### src/rtl/burst_decoder_pkg.sv
// Shared types, defaults and the majority-vote helper for the burst decoder.
package burst_decoder_pkg;

  typedef enum logic {OUT_EMPTY, OUT_FULL} out_state_t;

  localparam int unsigned SYM_LEN_DEF = 3;
  localparam int unsigned WORD_W_DEF  = 8;

  // A symbol decodes to 1 when strictly more than half of its samples are 1.
  function automatic logic maj_vote(input int unsigned ones, input int unsigned len);
    return (2 * ones) > len;
  endfunction

endpackage

### src/rtl/burst_sym_sampler.sv
// Registers the serial burst input, frames it into SYM_LEN-cycle symbols and
// majority-votes each one into a decoded bit with a strobe and a disagreement flag.
module burst_sym_sampler
  import burst_decoder_pkg::*;
#(
  parameter int unsigned SYM_LEN = SYM_LEN_DEF
) (
  input  logic clk,
  input  logic rst_n,
  input  logic b_i,
  output logic bit_o,
  output logic bit_stb_o,
  output logic sym_err_o
);

  localparam int unsigned CntW = $clog2(SYM_LEN + 1);
  localparam logic [CntW-1:0] LastPhase = CntW'(SYM_LEN - 1);
  localparam logic [CntW-1:0] FullOnes  = CntW'(SYM_LEN);

  logic            b_q;
  logic            vld_q;
  logic [CntW-1:0] phase_q, phase_d;
  logic [CntW-1:0] ones_q, ones_d;
  logic [CntW-1:0] ones_cur;
  logic            sym_close;
  logic            sym_err_q, sym_err_d;

  // vld_q marks that b_q holds a real sample, so phase 0 lines up with the first edge after reset.
  always_comb begin
    ones_cur  = ones_q + CntW'(b_q);
    sym_close = vld_q && (phase_q == LastPhase);
    phase_d   = phase_q;
    ones_d    = ones_q;
    if (vld_q) begin
      phase_d = sym_close ? '0 : phase_q + CntW'(1);
      ones_d  = sym_close ? '0 : ones_cur;
    end
    sym_err_d = sym_close && (ones_cur != '0) && (ones_cur != FullOnes);
  end

  always_ff @(posedge clk or negedge rst_n) begin
    if (!rst_n) begin
      b_q       <= 1'b0;
      vld_q     <= 1'b0;
      phase_q   <= '0;
      ones_q    <= '0;
      sym_err_q <= 1'b0;
    end else begin
      b_q       <= b_i;
      vld_q     <= 1'b1;
      phase_q   <= phase_d;
      ones_q    <= ones_d;
      sym_err_q <= sym_err_d;
    end
  end

  assign bit_o     = maj_vote(32'(ones_cur), SYM_LEN);
  assign bit_stb_o = sym_close;
  assign sym_err_o = sym_err_q;

endmodule

### src/rtl/burst_decoder.sv
// Decodes the upstream burst stream into WORD_W-bit words (MSB first) on a valid/ready port.
// Optional trailing even-parity symbol and parity_err output with BURST_DECODER_PARITY_EN.
module burst_decoder
  import burst_decoder_pkg::*;
#(
  parameter int unsigned SYM_LEN = SYM_LEN_DEF,
  parameter int unsigned WORD_W  = WORD_W_DEF
) (
  input  logic              clk,
  input  logic              rst_n,
  input  logic              b_in,
  output logic [WORD_W-1:0] word_data,
  output logic              word_valid,
  input  logic              word_ready,
  output logic              sym_err,
`ifdef BURST_DECODER_PARITY_EN
  output logic              parity_err,
`endif
  output logic              overflow
);

`ifdef BURST_DECODER_PARITY_EN
  localparam int unsigned WordLen = WORD_W + 1;
`else
  localparam int unsigned WordLen = WORD_W;
`endif
  localparam int unsigned CntW = $clog2(WORD_W + 1);
  localparam logic [CntW-1:0] LastCnt = CntW'(WordLen - 1);

  logic bit_val;
  logic bit_stb;

  burst_sym_sampler #(
    .SYM_LEN(SYM_LEN)
  ) u_sampler (
    .clk      (clk),
    .rst_n    (rst_n),
    .b_i      (b_in),
    .bit_o    (bit_val),
    .bit_stb_o(bit_stb),
    .sym_err_o(sym_err)
  );

  logic [WORD_W-1:0] shift_q, shift_d;
  logic [CntW-1:0]   bit_cnt_q, bit_cnt_d;
  logic              word_done;
  logic [WORD_W-1:0] new_word;
  logic [WORD_W-1:0] word_q, word_d;
  out_state_t        state_q, state_d;
  logic              overflow_q, overflow_d;
  logic              load;

  always_comb begin
    shift_d   = shift_q;
    bit_cnt_d = bit_cnt_q;
    word_done = 1'b0;
    if (bit_stb) begin
      shift_d   = WORD_W'({shift_q, bit_val});
      word_done = (bit_cnt_q == LastCnt);
      bit_cnt_d = word_done ? '0 : bit_cnt_q + CntW'(1);
    end
  end

`ifdef BURST_DECODER_PARITY_EN
  // The closing symbol is the parity bit, so the data bits are already in shift_q.
  logic perr_q, perr_d, new_perr;
  assign new_word = shift_q;
  assign new_perr = ^{shift_q, bit_val};
`else
  assign new_word = shift_d;
`endif

  always_comb begin
    state_d    = state_q;
    overflow_d = 1'b0;
    load       = 1'b0;
    unique case (state_q)
      OUT_EMPTY: begin
        if (word_done) begin
          load    = 1'b1;
          state_d = OUT_FULL;
        end
      end
      OUT_FULL: begin
        if (word_done) begin
          if (word_ready) load = 1'b1;
          else            overflow_d = 1'b1;
        end else if (word_ready) begin
          state_d = OUT_EMPTY;
        end
      end
    endcase
    word_d = load ? new_word : word_q;
`ifdef BURST_DECODER_PARITY_EN
    perr_d = load ? new_perr : perr_q;
`endif
  end

  always_ff @(posedge clk or negedge rst_n) begin
    if (!rst_n) begin
      shift_q    <= '0;
      bit_cnt_q  <= '0;
      word_q     <= '0;
      state_q    <= OUT_EMPTY;
      overflow_q <= 1'b0;
    end else begin
      shift_q    <= shift_d;
      bit_cnt_q  <= bit_cnt_d;
      word_q     <= word_d;
      state_q    <= state_d;
      overflow_q <= overflow_d;
    end
  end

`ifdef BURST_DECODER_PARITY_EN
  always_ff @(posedge clk or negedge rst_n) begin
    if (!rst_n) perr_q <= 1'b0;
    else        perr_q <= perr_d;
  end
  assign parity_err = perr_q;
`endif

  assign word_data  = word_q;
  assign word_valid = (state_q == OUT_FULL);
  assign overflow   = overflow_q;

endmodule
### config.mk
export PLATFORM = sky130hd
export DESIGN_NAME = burst_decoder
export DESIGN_NICKNAME = d
export VERILOG_FILES = /design/src/rtl/burst_decoder_pkg.sv /design/src/rtl/burst_sym_sampler.sv /design/src/rtl/burst_decoder.sv
export SDC_FILE = /design/constraint.sdc
export NUM_CORES = 1
export LEC_CHECK = 0
export CAP_MARGIN = 10
export CORE_MARGIN = 1.5
export CORE_UTILIZATION = 38
export DETAILED_ROUTE_END_ITERATION = 7
export PLACE_DENSITY_LB_ADDON = 0.12
export SLEW_MARGIN = 20
export SYNTH_ARGS = -nofsm -noshare
export SYNTH_HDL_FRONTEND = slang
export SYNTH_SLANG_ARGS = --single-unit
### constraint.sdc
create_clock -name clk -period 4.1 [get_ports clk]
set_input_delay 0.82 -clock clk [delete_from_list [all_inputs] [get_ports clk]]
set_output_delay 0.82 -clock clk [all_outputs]
set_load 0.05 [all_outputs]
Word-level counts from Yosys, hierarchy flattened
Cells that the tools add are included.
- flip-flop bits (word level): 29
- bits in latches: 0
- RAM bits: 0
- ROM bits: 0
- output and inout bits: 11
- memories: 0
- add/sub/neg operators: 3
- multiply operators: 0
- divide/modulo/power cells: 0
- $lt $le $gt $ge: 1
- equality and inequality tests: 3
- shifts and indexed selects: 0
- multiplexer cells: 14
- bitwise gates (word level): 1
- reduce and logical (&&, ||, !) cells: 4
- operator list (kind ; count):
    1-bit 2-to-1 mux ; 8
    8-bit 2-to-1 mux ; 1
    4-bit by 1-bit adder with 4-bit output (second input constant) ; 1
    4-bit by 3-bit equality test with 1-bit output (second input constant) ; 1
    2-bit 2-to-1 mux ; 2
    4-bit 2-to-1 mux ; 1
    1-bit one-hot mux with 2 select lines ; 2
    3-bit by 2-bit > comparator with 1-bit output (second input constant) ; 1
    1-bit logical AND ; 3
    2-bit by 1-bit adder with 2-bit output ; 1
    2-bit by 1-bit adder with 2-bit output (second input constant) ; 1
    2-bit equality test (second input constant) ; 1
    2-bit inequality test (second input constant) ; 1
    2-bit nonzero test ; 1
    1-bit inverter ; 1

Longest topological paths before layout
- depth in word-level cells: 5
- gate-level depth with buffers: 5
- depth with buffers taken out: 4

Modules after synthesis
From an unflattened synthesis, not the netlist that was laid out.
- cells, all modules: 81
- area total of the unflattened synthesis: 1224.9 um2
- by module, submodules not included (module ; instances ; cells each ; area an instance (um2)):
    burst_decoder ; 1 ; 55 ; 919.6
    burst_sym_sampler ; 1 ; 26 ; 305.3

Worst setup path after synthesis
No wires, ideal clock.
- kind: input -> register
- start point: in word_ready
- end point: reg word_q[0] (netlist: word_data[0])
- arrival time: 1652 ps
- setup slack: 2323 ps
- stages: 3
- path through: nand2b_1 > nor3b_4 > mux2_2
- word-level cells in the longest chain between the ends: 3
- RTL lines (item ; line ; source):
    start, declared ; burst_decoder.sv:14 ; input logic word_ready,
    1-bit 2-to-1 mux ; burst_decoder.sv:86 ; if (word_ready) load = 1'b1;
    1-bit 2-to-1 mux ; burst_decoder.sv:85 ; if (word_done) begin
    1-bit one-hot mux with 2 select lines ; burst_decoder.sv:77 ; unique case (state_q)
    end signal, assigned ; burst_decoder.sv:109 ; word_q <= word_d;
    end, declared ; burst_decoder.sv:48 ; logic [WORD_W-1:0] word_q, word_d;
Every way passes these cells.
A chain may end at the register's enable or synchronous reset.

Worst setup path after layout
- start point: reg word_q[0] (netlist: word_data[0])
- end point: out word_data[0]
- RTL lines (item ; line ; source):
    end, declared ; burst_decoder.sv:12 ; output logic [WORD_W-1:0] word_data,
No word-level cell between the ends.

==> run_results.csv <==
group,metric,value,unit
sta,tns,0,ns
drt,vias_per_cell,4.952,
synth,seq_area_frac_synth,61.20,%
sta,fmax,425.2,MHz
worst_setup_path,crit_buf_inv,1,
power_and_ir_drop,total_power,682.0,uW
drt,vias,723,
clock_network,clk_latency,0.33,ns
final_layout,n_antenna_cell,0,
floorplan,die_y,57.89,microns
power_and_ir_drop,p_int,464.5,uW
final_layout,final_common_cell,"nand2_1",
final_layout,drive_above_1_share,13.91,%
worst_setup_path,crit_arrival,1.53,ns
worst_setup_path,cp_slowest_stage_delay,0.81,ns
clock_network,tritoncts,"built",
sta,fin_crit_sh,57.36,%
run,max-cap-violations,0,
worst_setup_path,cp_max_fo,2,
clock_network,hold_buffers,0,
sta,worstMarginPinSlew,0.5001,ns
power_and_ir_drop,switching_share,31.90,%
power_and_ir_drop,seqPwrFrac,56.7,%
drt,drc,2,
placement,post-dp-hpwl,1.245,mm
floorplan,rows,19,
power_and_ir_drop,combPwrFrac,23.7,%
clock_network,cts_resized,0,
floorplan,initial_utilization,40.81,%
drt,first_iter_violations,19,
synth,yosys_warnings,0,
synth,syn_area,1145,sq um
sta,rsz0062_at_grt,"no",
sta,drv_slew,0,
floorplan,fp.coreArea,2805,sq um
drt,routed_wl,1.883,mm
worst_setup_path,crit_family,"buffers and inverters",
sta,hold_violations,0,
sta,period_needed,2.352,ns
final_layout,fillers,271,
placement,place_area,1315,sq um
drt,first_pass_iters,6,
worst_setup_path,cp_data_required_time,3.28,ns
clock_network,root_buffer,"clkbuf_4",
synth,yosysUniqueCellTypes,25,
final_layout,stdcell_area,1351,sq um
final_layout,nets,122,
worst_setup_path,cp_slowest_cell,"clkdlybuf4s50_1",
outcome,outcome,"complete, but fails checks",
global_route,grt_use_total,12.54,%
synth,synth_ff_type,"dfrtp_1",
synth,synth_edf_count,0,
global_route,grt_pass1_vias,686,
clock_network,cts_setup_buffers,0,
sta,relSlewSlack,66.56,%
drt,wl_per_cell,12.90,microns
synth,synth_cells,99,
floorplan,io_pins,15,
synth,synth_nets,105,
global_route,antenna_found_initial,0,
placement,place_congestion,0.7247,
drt,antenna_left,0,
power_and_ir_drop,max-vdd-ir-drop,0.3279,mV
worst_setup_path,start_kind,"register",
synth,avgSynthCellArea,11.56,sq um
global_route,grt_max_degree,29,
placement,port_buffers,14,
min_path,min_path_type,"register to register",
power_and_ir_drop,p_leak,0.0006755,uW
clock_network,htree_levels,1,
final_layout,syn_to_final_growth,18.03,%
final_layout,final_cell_mix,"30 x nand2_1, 28 x dfrtp_1, 14 x clkdlybuf4s50_1",
clock_network,path_clk_slew,0.15,ns
power_and_ir_drop,powerDensity,504.7,nW/um^2
synth,synth-async-reset-ratio,100.0,%
clock_network,cts_buffers,3,
clock_network,clock_path_buffers,2,
worst_setup_path,path_class,"register to primary output",
sta,setup_viol_count_final,0,
synth,ys_seq_elements,28,
power_and_ir_drop,p_clk_share,19.7,%
clock_network,cts.sinks,28,
worst_setup_path,cp-end-kind,"primary output",
global_route,grt_pass1_wl,3.180,mm
global_route,grt_overflow,0,
floorplan,die-area,3351,sq um
outcome,violations,"design-rule violations",
floorplan,die_w,57.89,microns
power_and_ir_drop,p_sw,217.5,uW
sta,skew,0.006896,ns
worst_setup_path,crit_chain,"clkdlybuf4s50_1",
-- final timing paths --
path	endpoint	cells past startpoint	startpoint	slack, ns
worst max-delay path	word_data[0]	1	word_data[0]	1.75
worst min-delay path	shift_q[6]	2	shift_q[6]	0.50
worst max register to register	word_data[3]	3	u_sampler.vld_q	2.32
worst min register to register	shift_q[6]	2	shift_q[6]	0.50
max in group asynchronous	word_data[1]	2	rst_n	2.99
min in group asynchronous	bit_cnt_q[2]	2	rst_n	0.83
-- power groups by stage --
stage / combinational, uW / clock [uW] / sequential (uW)
after CTS: 165 / 143 / 387
after global routing: 180 / 153 / 396
final: 161 / 134 / 386
after detailed placement: 164 / 0 / 393
after floorplan: 107 / 0 / 400
after global placement: 158 / 0 / 391
-- logic make-up after synthesis --
family,after synthesis,share of synthesized area [%]
simple gates,44,19.78
flops,28,61.20
mux,9,8.744
compound gates,6,3.060
buf+inv,6,2.404
xor+xnor,3,2.296
fa+ha+maj,2,2.185
other cells,1,0.3276
-- cell type report --
cell class | instances | area [sq um] | area share, %
multi-input combinational | 65 | 416.7 | 30.83
clock buffer | 4 | 36.28 | 2.685
tap | 31 | 38.79 | 2.870
sequential | 28 | 700.7 | 51.85
timing repair buffer | 15 | 147.6 | 10.93
inverter | 3 | 11.26 | 0.8333
-- synthesized netlist by cell type (2+ instances only) --
| master | number | area share [%] |
|---|---|---|
| nand2_1 | 30 | 9.8 |
| nand3b_1 | 2 | 1.3 |
| dfrtp_1 | 28 | 61 |
| mux2_2 | 8 | 7.9 |
| nor2_1 | 2 | 0.66 |
| o21ai_0 | 3 | 1.3 |
| ha_1 | 2 | 2.2 |
| inv_1 | 3 | 0.98 |
| xnor2_1 | 2 | 1.5 |
| nand2b_1 | 3 | 1.6 |
| o22ai_1 | 2 | 1.1 |
-- layer usage --
layer	vias to the layer above	GRT usage (%)	share of wire [%]
li1	350	-	-
met1	354	15.91	48
met2	14	19.97	46
met3	5	5.357	5.3
met4	0	2.990	1.2
met5	-	0	0
-- flip-flops by register name, indices dropped and copies added, names as in the netlist --
register	count
bit_cnt_q	4
u_sampler.phase_q	2
shift_q	7
u_sampler.sym_err_o	1
u_sampler.b_q	1
word_data	8
overflow	1
u_sampler.ones_q	2
word_valid	1
u_sampler.vld_q	1
-- stage by stage --
step / util, % / hold WS (ns) / std cells / worst slack (ns)
floorplan: - / 0.4402 / 99 / 2.323
global placement: 46.88 / 0.4590 / 142 / 1.738
detailed placement: 46.88 / 0.4693 / 142 / 1.695
CTS: 48.17 / 0.5053 / 146 / 1.720
global route: 48.17 / 0.5311 / 146 / 1.667
finish: 48.17 / 0.4987 / 146 / 1.748
Power figures use the tool's default switching activity.
